File: src/rtl/mux_pkg.sv
// -----------------------------------------------------------------------------
// mux_pkg
//
// Purpose:
//   Shared definitions for the registered N:1 channel multiplexer with
//   auto-scan (mux_nto1_scan) and its scan pointer helper (mux_scan_ptr).
//
// Contents:
//   MUX_MAX_CH   - largest channel count the block is built for.
//   mux_state_t  - controller state encoding (IDLE, MANUAL, SCAN).
//   clog2_min1() - ceil(log2(value)), never less than 1, for sizing
//                  counters that must keep at least one bit.
// -----------------------------------------------------------------------------
package mux_pkg;

    localparam int MUX_MAX_CH = 256;

    typedef enum logic [1:0] {
        ST_IDLE   = 2'd0,
        ST_MANUAL = 2'd1,
        ST_SCAN   = 2'd2
    } mux_state_t;

    // A dwell of 1 or 2 cycles still needs a 1-bit counter.
    function automatic int clog2_min1(input int value);
        return (value <= 2) ? 1 : $clog2(value);
    endfunction

endpackage

File: src/rtl/mux_scan_ptr.sv
// -----------------------------------------------------------------------------
// mux_scan_ptr
//
// Purpose:
//   Purely combinational channel-pointer logic for the scan mode of
//   mux_nto1_scan. Given the channel currently being shown and the per-channel
//   scan mask, it finds where the scan goes next.
//
// Ports:
//   i_cur     in  SEL_W  index of the channel currently selected
//   i_mask    in  N_CH   1 = channel takes part in the scan
//   o_next    out SEL_W  next higher enabled channel, or the lowest enabled
//                        channel when none is higher (wrap)
//   o_wrap    out 1      o_next is a wrap back to the lowest enabled channel
//   o_lowest  out SEL_W  lowest enabled channel (0 when mask is all zero)
//   o_any_en  out 1      at least one mask bit is set
// -----------------------------------------------------------------------------
module mux_scan_ptr
    import mux_pkg::*;
#(
    parameter int N_CH  = 16,
    parameter int SEL_W = $clog2(N_CH)
) (
    input  logic [SEL_W-1:0] i_cur,
    input  logic [N_CH-1:0]  i_mask,
    output logic [SEL_W-1:0] o_next,
    output logic             o_wrap,
    output logic [SEL_W-1:0] o_lowest,
    output logic             o_any_en
);

    logic             w_found_hi;
    logic [SEL_W-1:0] w_next_hi;
    logic [SEL_W-1:0] w_lowest;

    // Walk from the top index down so the last hit written is the lowest
    // qualifying index: the overall lowest enabled channel, and the lowest
    // enabled channel strictly above i_cur. Works even when the current
    // channel itself has just been de-masked.
    always_comb begin
        w_lowest   = '0;
        w_next_hi  = '0;
        w_found_hi = 1'b0;
        for (int k = N_CH - 1; k >= 0; k--) begin
            if (i_mask[k]) begin
                w_lowest = SEL_W'(k);
                if (k > int'(i_cur)) begin
                    w_next_hi  = SEL_W'(k);
                    w_found_hi = 1'b1;
                end
            end
        end
    end

    assign o_any_en = |i_mask;
    assign o_lowest = w_lowest;
    // A single enabled channel always "wraps" onto itself.
    assign o_wrap   = o_any_en && !w_found_hi;
    assign o_next   = w_found_hi ? w_next_hi : w_lowest;

endmodule

File: src/rtl/mux_nto1_scan.sv
// -----------------------------------------------------------------------------
// mux_nto1_scan
//
// Purpose:
//   Parametrised, registered N:1 multiplexer placed between sensor/status
//   banks and a single downstream consumer. In manual mode the channel given
//   by sel is registered onto out one cycle later. In scan mode the block
//   steps through the channels enabled in mask, holding each for DWELL
//   cycles while re-sampling its live data every cycle.
//
// Build option:
//   MUX_SCAN_EN - when defined, the SCAN state, dwell counter, mask handling
//                 and scan_wrap pulse are built. When undefined the block is
//                 manual-only: mode and mask are ignored, scan_wrap is tied
//                 to 0, and the port list stays the same.
//
// Parameters:
//   N_CH   channel count (2..256)
//   DW     data width per channel
//   SEL_W  channel index width, derived from N_CH (do not override)
//   DWELL  cycles each channel is held while scanning (1..255)
//
// Ports:
//   clk        in  1        rising-edge clock
//   rst        in  1        synchronous active-high reset, wins over all
//   in         in  N_CH*DW  channel k at in[k*DW +: DW]
//   sel        in  SEL_W    manual channel select
//   mode       in  1        0 = manual, 1 = scan
//   en         in  1        update enable; 0 freezes every register
//   mask       in  N_CH     1 = channel included in the scan
//   out        out DW       registered selected data
//   out_sel    out SEL_W    index of the channel behind out
//   out_valid  out 1        out/out_sel hold a legal selection
//   scan_wrap  out 1        one-cycle pulse on the wrap to the first channel
//   dbg_state  out 2        controller state (mux_state_t encoding)
//
// Handshake: there is no backpressure. out/out_sel/out_valid change only on
// a clock edge where en=1; a consumer samples them whenever out_valid=1.
// -----------------------------------------------------------------------------
module mux_nto1_scan
    import mux_pkg::*;
#(
    parameter int N_CH  = 16,
    parameter int DW    = 1,
    parameter int SEL_W = $clog2(N_CH),
    parameter int DWELL = 4
) (
    input  logic               clk,
    input  logic               rst,
    input  logic [N_CH*DW-1:0] in,
    input  logic [SEL_W-1:0]   sel,
    input  logic               mode,
    input  logic               en,
    input  logic [N_CH-1:0]    mask,
    output logic [DW-1:0]      out,
    output logic [SEL_W-1:0]   out_sel,
    output logic               out_valid,
    output logic               scan_wrap,
    output logic [1:0]         dbg_state
);

    localparam logic [1:0] S_IDLE   = ST_IDLE;
    localparam logic [1:0] S_MANUAL = ST_MANUAL;

    // Every select code gets a slot; codes past the last real channel read 0.
    localparam int SLOTS    = 1 << SEL_W;
    // Selects beyond the supported channel ceiling are never legal.
    localparam int N_CH_EFF = (N_CH < MUX_MAX_CH) ? N_CH : MUX_MAX_CH;

    // ------------------------------------------------------------------
    // Channel view of the packed input bus
    // ------------------------------------------------------------------
    logic [DW-1:0] w_ch [SLOTS];

    for (genvar k = 0; k < SLOTS; k++) begin : g_slot
        if (k < N_CH) begin : g_live
            assign w_ch[k] = in[k*DW +: DW];
        end else begin : g_pad
            assign w_ch[k] = '0;
        end
    end

    // ------------------------------------------------------------------
    // State and output registers
    // ------------------------------------------------------------------
    logic [1:0]       r_state;
    logic [SEL_W-1:0] r_sel;
    logic [DW-1:0]    r_out;
    logic             r_valid;

    logic [1:0]       w_nxt_state;
    logic [SEL_W-1:0] w_nxt_sel;
    logic [DW-1:0]    w_nxt_out;
    logic             w_nxt_valid;

    // Manual path: out-of-range codes give out=0 through the padded slots.
    logic             w_man_ok;
    logic [DW-1:0]    w_man_out;

    assign w_man_ok  = (int'(sel) < N_CH_EFF);
    assign w_man_out = w_man_ok ? w_ch[sel] : '0;

`ifdef MUX_SCAN_EN
    // ------------------------------------------------------------------
    // Scan machinery
    // ------------------------------------------------------------------
    localparam logic [1:0]     S_SCAN   = ST_SCAN;
    localparam int             CNT_W    = clog2_min1(DWELL);
    localparam logic [CNT_W-1:0] DWELL_M1 = CNT_W'(DWELL - 1);

    logic [CNT_W-1:0] r_cnt;
    logic [CNT_W-1:0] w_nxt_cnt;
    logic             r_wrap;
    logic             w_nxt_wrap;

    logic [SEL_W-1:0] w_next;
    logic             w_wrap;
    logic [SEL_W-1:0] w_lowest;
    logic             w_any_en;

    mux_scan_ptr #(
        .N_CH  (N_CH),
        .SEL_W (SEL_W)
    ) u_scan_ptr (
        .i_cur    (r_sel),
        .i_mask   (mask),
        .o_next   (w_next),
        .o_wrap   (w_wrap),
        .o_lowest (w_lowest),
        .o_any_en (w_any_en)
    );

    always_comb begin
        w_nxt_state = r_state;
        w_nxt_sel   = r_sel;
        w_nxt_out   = r_out;
        w_nxt_valid = r_valid;
        w_nxt_cnt   = r_cnt;
        w_nxt_wrap  = 1'b0;

        if (en) begin
            if (!mode) begin
                w_nxt_state = S_MANUAL;
                w_nxt_sel   = sel;
                w_nxt_out   = w_man_out;
                w_nxt_valid = w_man_ok;
                w_nxt_cnt   = '0;
            end else if (r_state != S_SCAN || !r_valid || !w_any_en) begin
                // Entering scan, resuming after an all-zero mask, or sitting
                // with nothing to scan: restart at the lowest enabled channel
                // (or park with out_valid=0). No wrap pulse here.
                w_nxt_state = S_SCAN;
                w_nxt_cnt   = '0;
                w_nxt_sel   = w_any_en ? w_lowest : '0;
                w_nxt_out   = w_any_en ? w_ch[w_lowest] : '0;
                w_nxt_valid = w_any_en;
            end else if (r_cnt == DWELL_M1) begin
                // Dwell finished: advance, pulsing scan_wrap on the same edge
                // that moves out_sel back to the first channel.
                w_nxt_cnt   = '0;
                w_nxt_sel   = w_next;
                w_nxt_out   = w_ch[w_next];
                w_nxt_wrap  = w_wrap;
            end else begin
                // Mid-dwell: keep the channel but track its live data.
                w_nxt_cnt   = r_cnt + CNT_W'(1);
                w_nxt_out   = w_ch[r_sel];
            end
        end
    end

    always_ff @(posedge clk) begin
        if (rst) begin
            r_cnt  <= '0;
            r_wrap <= 1'b0;
        end else begin
            r_cnt  <= w_nxt_cnt;
            r_wrap <= w_nxt_wrap;
        end
    end

    assign scan_wrap = r_wrap;
`else
    // Manual-only build: the scan inputs have no load.
    logic w_unused_scan;
    assign w_unused_scan = ^{mode, mask, 8'(DWELL)};

    always_comb begin
        w_nxt_state = r_state;
        w_nxt_sel   = r_sel;
        w_nxt_out   = r_out;
        w_nxt_valid = r_valid;

        if (en) begin
            w_nxt_state = S_MANUAL;
            w_nxt_sel   = sel;
            w_nxt_out   = w_man_out;
            w_nxt_valid = w_man_ok;
        end
    end

    assign scan_wrap = 1'b0;
`endif

    // en=0 holds everything because the next-state defaults are the
    // current register values.
    always_ff @(posedge clk) begin
        if (rst) begin
            r_state <= S_IDLE;
            r_sel   <= '0;
            r_out   <= '0;
            r_valid <= 1'b0;
        end else begin
            r_state <= w_nxt_state;
            r_sel   <= w_nxt_sel;
            r_out   <= w_nxt_out;
            r_valid <= w_nxt_valid;
        end
    end

    assign out       = r_out;
    assign out_sel   = r_sel;
    assign out_valid = r_valid;
    assign dbg_state = r_state;

endmodule

File: config.mk
export PLATFORM = sky130hd
export DESIGN_NAME = mux_nto1_scan
export DESIGN_NICKNAME = d
export VERILOG_FILES = /design/src/rtl/mux_pkg.sv /design/src/rtl/mux_scan_ptr.sv /design/src/rtl/mux_nto1_scan.sv
export SDC_FILE = /design/constraint.sdc
export NUM_CORES = 1
export LEC_CHECK = 0
export ABC_AREA = 1
export CELL_PAD_IN_SITES_DETAIL_PLACEMENT = 1
export CELL_PAD_IN_SITES_GLOBAL_PLACEMENT = 1
export CORE_MARGIN = 5
export CORE_UTILIZATION = 15
export CTS_CLUSTER_SIZE = 8
export DETAILED_ROUTE_END_ITERATION = 12
export PLACE_DENSITY_LB_ADDON = 0.1
export SLEW_MARGIN = 20
export SYNTH_ARGS = -nofsm -noshare
export SYNTH_HDL_FRONTEND = slang
export SYNTH_SLANG_ARGS = --single-unit
File: constraint.sdc
create_clock -name clk -period 1.18 [get_ports clk]
set_clock_uncertainty 0.1 [all_clocks]
set_input_delay 0.236 -clock clk [delete_from_list [all_inputs] [get_ports clk]]
set_output_delay 0.236 -clock clk [all_outputs]
set_load 0.005 [all_outputs]
After elaboration in Yosys (flattened, before gate mapping)
Index checks and enable logic that the tools add are counted.
{"block": "totals", "elab_cells": 8, "output_inout_bits": 9, "regBits": 6, "in_bits": 40}
{"block": "op_classes", "bitwise": 1, "n_mux": 3, "order_cmp": 1}
{"op": "greater-or-equal comparator 5 bit, second input constant", "n": 1}
{"op": "inverter 4 -> 5 bit", "n": 1}
{"op": "binary-select mux 1 bit (select 4 bit)", "n": 1}
{"op": "2-to-1 mux 1 bit", "n": 2}

Depth between registers and ports, before layout
Gate-level depths: netlist (run 1).
{"block": "logic_depth", "word_depth": 4, "ltp_mapped": 11}

Worst setup path after synthesis (run 1)
OpenSTA, ideal clock, no wires.
{"block": "synth_timing", "kind": "in2reg", "startpoint": "input sel[0]", "endpoint": "register r_out (netlist: out)", "arrival_time_ps": 828, "slack_ps": 143, "setup_time_ps": 109, "path_buffers": 1, "cell_stages": 11, "path_cell_list": "buf_6 -> inv_6 -> nand2_1 -> nand3_1 -> nand2_1 -> nand2_1 -> nand2_1 -> nand2_1 -> nand3_1 -> nand2_1 -> inv_1"}
{"block": "synth_via", "elab_chain_cells": 4}
{"item": "from (decl)", "line_no": "mux_nto1_scan.sv:51", "source": "input logic [SEL_W-1:0] sel,"}
{"item": "inverter 4 -> 5 bit (not written as such)", "line_no": "mux_nto1_scan.sv:101", "source": "assign w_man_out = w_man_ok ? w_ch[sel] : '0;"}
{"item": "binary-select mux 1 bit (select 4 bit)", "line_no": "mux_nto1_scan.sv:101"}
{"item": "2-to-1 mux 1 bit (not written as such) (2 in a row)", "line_no": "mux_nto1_scan.sv:101"}
{"item": "to (signal assigned)", "line_no": "mux_nto1_scan.sv:216", "source": "r_out <= w_nxt_out;"}
{"item": "to (decl)", "line_no": "mux_nto1_scan.sv:88", "source": "logic [DW-1:0] r_out;"}
No other way between the ends. The select of a mux whose other input is x is not followed.
A chain may end at the register's enable or synchronous reset.

Final worst setup path (run 1)
{"block": "layout_timing", "startpoint": "register r_valid (netlist: out_valid)", "endpoint": "output out_valid"}
{"item": "from (decl)", "line_no": "mux_nto1_scan.sv:89", "source": "logic r_valid;"}
{"item": "from (signal assigned)", "line_no": "mux_nto1_scan.sv:217", "source": "r_valid <= w_nxt_valid;"}
{"item": "to (decl)", "line_no": "mux_nto1_scan.sv:57", "source": "output logic out_valid,"}
No word-level cell between the ends.

==> results of run 1 <==
==> sequential cells by signal, summed over array words and instances (netlist names) <==
register,count
out,1
out_valid,1
out_sel,4
==> area by class of cell <==
cell class	instances	area share, %
Sequential cell	6	13.84
Timing Repair Buffer	40	43.79
Timing Repair inverter	1	0.7133
Tap cell	31	4.422
Inverter	15	7.418
Multi-Input combinational cell	51	27.25
Clock buffer	3	2.568
==> how the worst max path moves through the flow <==
stage                   start   endpoint  depth (start not counted)
CTS                     in[3]        out                         11
finish              out_valid  out_valid                          1
global placement       sel[0]        out                         11
floorplan              sel[0]        out                         11
detailed placement     sel[0]        out                         11
global route           in[10]        out                          9
==> kinds of logic (layout without fill, tap and decap cells) <==
| group | after synthesis | after routing | share of synthesized area, % |
|---|---|---|---|
| flops | 6 | 6 | 27.12 |
| compound gates | 7 | 7 | 7.909 |
| other cells | 1 | 2 | 0.8466 |
| buf+inv | 20 | 59 | 23.16 |
| simple gates | 42 | 42 | 40.96 |
==> routing by layer <==
metal	track usage, %	up-vias
li1	-	307
met1	10.30	272
met2	14.95	17
met3	2.102	0
met4	3.166	0
met5	0	-
==> power groups by stage <==
stage | logic (uW) | registers, uW | clock network [uW]
floorplan | 87.0 | 229 | 0
global placement | 220 | 228 | 0
detailed placement | 220 | 229 | 0
CTS | 221 | 225 | 193
global route | 240 | 228 | 199
finish | 214 | 225 | 183
==> synthesized netlist by cell type, drive strengths merged <==
| library cell | count | area share [%] |
|---|---|---|
| a21oi | 4 | 4.5 |
| buf | 5 | 9.3 |
| clkinv | 2 | 1.7 |
| conb | 1 | 0.85 |
| dfxtp | 6 | 27 |
| inv | 13 | 12 |
| nand2 | 28 | 25 |
| nand3 | 11 | 14 |
| nor2 | 3 | 2.5 |
| o21ai | 3 | 3.4 |
==> per-stage QoR <==
stage,utilization [%],instances,setup WS (ns),power [uW]
2_1_floorplan,-,77,0.1429,316.4
3_3_place_gp,28.06,139,-0.4249,448.9
3_5_place_dp,28.06,139,-0.4533,448.7
4_1_cts,29.79,146,0.003158,637.9
5_1_grt,31.27,147,0.002455,666.3
6_report,31.27,147,0.03728,622.0
==> worst register-to-register path, cell delays in order (launching register included) <==
cell     delay, ns
dfxtp_1       0.31
nand2_1       0.06
nand3_1       0.08
nand2_1       0.06
inv_1         0.04
==> repair_timing <==
item,CTS,global route
gates cloned,2,0
hold endpoints to repair,0,0
setup buffers,2,1
setup endpoints to repair,8,5
gates resized for setup,17,21
pin swaps,3,14
==> metrics.cfg, run 1 <==
[run_status]
status=complete, no violations

[hold_path]
min_delay_path_depth=2
hold_path_class=reg -> reg
worst_hold_path.endpoint=out_sel[3]
hold_start=out_sel[3]

[worst_setup_path]
crit_required_ns=0.84
r2r_setup_slack_ns=0.43
regToRegStartpoint=out
crit_chain=dlygate4sd2_1
slowest_stage=dfxtp_2
crit_path_max_incr_delay_ns=0.32
path_delay_family=flip-flops
worst_r2r_endpoint=out
timing.critical_path.buf_inv=1
reg2reg_depth=4
timing.critical_path.fanout_max=3
worst_setup_path_start_kind=flop
crit_type=reg -> out
critical_path_arrival_ns=0.81
critPathCaptureType=primary output

[drt]
drt-total-wl_um=1660
dr.pass1.iters=3
drt-vias-per-instance=4.054
vias=596
drt-initial-drc-count=15
wire_per_inst_um=11.29
met2_length_um=850
route.antenna.remaining_nets=0
drc=0
maxUsedRoutingLayer=met3
met1_length_um=727
routed-wl-met3_um=82

[pwr]
combPwrFrac_pct=34.4
p_leak_uw=0.0005580
power.switching_uw=167.7
ir_worst_vdd_mv=0.4700
internal_power_uw=454.3
switching_share_pct=26.97
power.share.sequential_pct=36.2
power.density_nw_per_um2=709.1
power.clock.fraction_pct=29.4

[place]
place_hpwl_um=1318
placer_congestion=0.7082
dpl_cell_area_um2=787.0
place.port_buffers=29

[floorplan]
coreArea_um2=2805
fp.dieArea_um2=4140
die_x_um=64.34
placementRows=19
die_y_um=64.34
start_util_pct=15.79
ios=49

[clocking]
cts_htree_levels=1
worst_setup_hold_path_clk_slew_ns=0.05
cts_tree=built
clock-root-buffer=clkbuf_4
cts_buffers=3
cts.path.max_buffers=2
cts.sinks=6
cts-hold-fix-buffers=0
clk-insertion-delay-late_ns=0.23

[global_routing]
grt_pass1_vias=685
grt_start_max_net_pins=8
grt_overflow=0
total_global_route_track_usage_pct=8.638
grt_antenna_before_repair=0
first_pass_grt_wire_length_um=2911

[synth]
yosysSeqAreaShare_pct=27.12
synth.avg_cell_area_um2=5.828
synth_seq_cells=6
yosysUniqueCellTypes=15
synth_area_um2=442.9
synth_cells=76
synth.yosys.warnings=0

[timing]
timing_hold_violations_final=0
period_share_pct=96.84
final.min_clock_period_ns=1.143
maxSlewViolCount=0
rsz0062_at_grt=no
max_freq_mhz=875.1
hold_ws_ns=0.3667
setup_viol=0
post_route_setup_tns_ns=0

[layout]
design.final.nets=158
most-common-layout-cells=nand2_1 (25), dlymetal6s2s_1 (12), buf_4 (9)
seq_area_um2=121.4
area_of_combinational_cells_with_multiple_inputs_um2=239.0
diodes=0
area_growth_pct=98.02
mostFrequentLayoutCell=nand2_1
fill_cells=358
drive_gt1_share_pct=26.72
design_area_um2=877.1

[job]
drv.max_cap_violation_count=0

(Power assumes the default switching activity.)
==> inputs of run 2 (changes only) <==
--- a/config.mk
+++ b/config.mk
@@ -13,6 +13,7 @@
 export CTS_CLUSTER_SIZE = 8
 export DETAILED_ROUTE_END_ITERATION = 12
 export PLACE_DENSITY_LB_ADDON = 0.1
+export RECOVER_POWER = 100
 export SLEW_MARGIN = 20
 export SYNTH_ARGS = -nofsm -noshare
 export SYNTH_HDL_FRONTEND = slang
==> run 2 against run 1 <==
Sequential power barely moved; first-iteration DRC count is the same; die area is the same; clock power is essentially flat; combinational power hardly changed; sequential share of layout area is the same; register-to-register slack is essentially flat; fmax about the same; highest routed layer unchanged.
==> metrics.cfg, run 2 (same netlist as run 1, synthesis figures left out) <==
[worst_setup_path]
path_delay_family=flip-flops
worst_r2r_endpoint=out
worst_setup_path_start_kind=flop
crit_path_max_incr_delay_ns=0.32
critical_path_arrival_ns=0.81
regToRegStartpoint=out
r2r_setup_slack_ns=0.43
crit_type=reg -> out
crit_chain=dlygate4sd2_1
critPathCaptureType=primary output
timing.critical_path.buf_inv=1
crit_required_ns=0.84
reg2reg_depth=4
slowest_stage=dfxtp_2
timing.critical_path.fanout_max=3

[clocking]
cts_buffers=3
cts_tree=built
cts_htree_levels=1
clk-insertion-delay-late_ns=0.23
worst_setup_hold_path_clk_slew_ns=0.05
cts.path.max_buffers=2
clock-root-buffer=clkbuf_4
cts.sinks=6

[timing]
post_route_setup_tns_ns=0
period_share_pct=96.86
max_freq_mhz=874.9
final.min_clock_period_ns=1.143
rsz0062_at_grt=no
setup_viol=0
hold_ws_ns=0.3671
maxSlewViolCount=0
timing_hold_violations_final=0

[global_routing]
grt_pass1_vias=685
total_global_route_track_usage_pct=8.638
first_pass_grt_wire_length_um=2911
grt_overflow=0
grt_antenna_before_repair=0
grt_start_max_net_pins=8

[pwr]
switching_share_pct=27.05
power.switching_uw=168.1
ir_worst_vdd_mv=0.4700
internal_power_uw=453.4
power.clock.fraction_pct=29.5
p_leak_uw=0.0005581
power.share.sequential_pct=36.2
power.density_nw_per_um2=708.7
combPwrFrac_pct=34.3
post-layout-total-power_uw=621.6

[drt]
drt-total-wl_um=1660
drc=0
wire_per_inst_um=11.29
vias=594
drt-vias-per-instance=4.041
route.antenna.remaining_nets=0
drt-initial-drc-count=15
dr.pass1.iters=3

[floorplan]
die_y_um=64.34
fp.dieArea_um2=4140
ios=49
start_util_pct=15.79
coreArea_um2=2805
die_x_um=64.34
placementRows=19

[layout]
mostFrequentLayoutCell=nand2_1
area_of_combinational_cells_with_multiple_inputs_um2=239.0
fill_cells=358
area_growth_pct=98.02
number_of_flip_flops_under_the_largest_register_name=4
diodes=0
seq_area_um2=121.4
design.final.nets=158
drive_gt1_share_pct=26.72
design_area_um2=877.1
most-common-layout-cells=nand2_1 (25), dlymetal6s2s_1 (12)

[place]
place_hpwl_um=1318
dpl_cell_area_um2=787.0
placer_congestion=0.7082
place.port_buffers=29

[job]
drv.max_cap_violation_count=0

[hold_path]
hold_path_class=reg -> reg
hold_start=out_sel[3]
min_delay_path_depth=2
worst_hold_path.endpoint=out_sel[3]

[run_status]
status=complete, no violations

## run 2: power by group through the flow
stage	sequential (uW)	clock, uW	combinational [uW]
2_1_floorplan	229	0	87.0
3_3_place_gp	228	0	220
3_5_place_dp	229	0	220
4_1_cts	225	193	221
5_1_grt	228	199	239
6_report	225	183	213
## run 2: timing repair
| action | CTS | global route |
|---|---|---|
| cloned | 2 | 0 |
| setup endpoints to repair | 8 | 5 |
| buffers inserted | 2 | 1 |
| hold buffers | 0 | 0 |
| gates resized for setup | 17 | 21 |
| pin swaps | 3 | 14 |
## run 2: worst max-delay path by stage
stage	startpoint	end	slack [ns]	cells past startpoint
detailed placement	sel[0]	out	-0.45	11
CTS	in[3]	out	0.003	11
global placement	sel[0]	out	-0.42	11
finish	out_valid	out_valid	0.04	1
floorplan	sel[0]	out	0.14	11
global route	in[10]	out	0.002	9
## run 2: cell type report
class,count,area share (%)
repair buffers,40,43.79
well taps,31,4.422
inverters,15,7.418
multi-input cells,51,27.25
flip-flops and latches,6,13.84
clock buffers,3,2.568
repair inverters,1,0.7133
## run 2: stage by stage
| stage | setup WS [ns] | utilization [%] | std cells |
|---|---|---|---|
| finish | 0.03702 | 31.27 | 147 |
| floorplan | 0.1429 | - | 77 |
| CTS | 0.003158 | 29.79 | 146 |
| global route | 0.002443 | 31.27 | 147 |
| global placement | -0.4249 | 28.06 | 139 |
| detailed placement | -0.4533 | 28.06 | 139 |
## run 2: layer usage
metal / routed length [um] / track usage (%) / vias up
met1: 727 / 10.30 / 270
met4: 0 / 3.166 / 0
met2: 850 / 14.95 / 17
met3: 82 / 2.102 / 0
li1: - / - / 307
met5: 0 / 0 / -
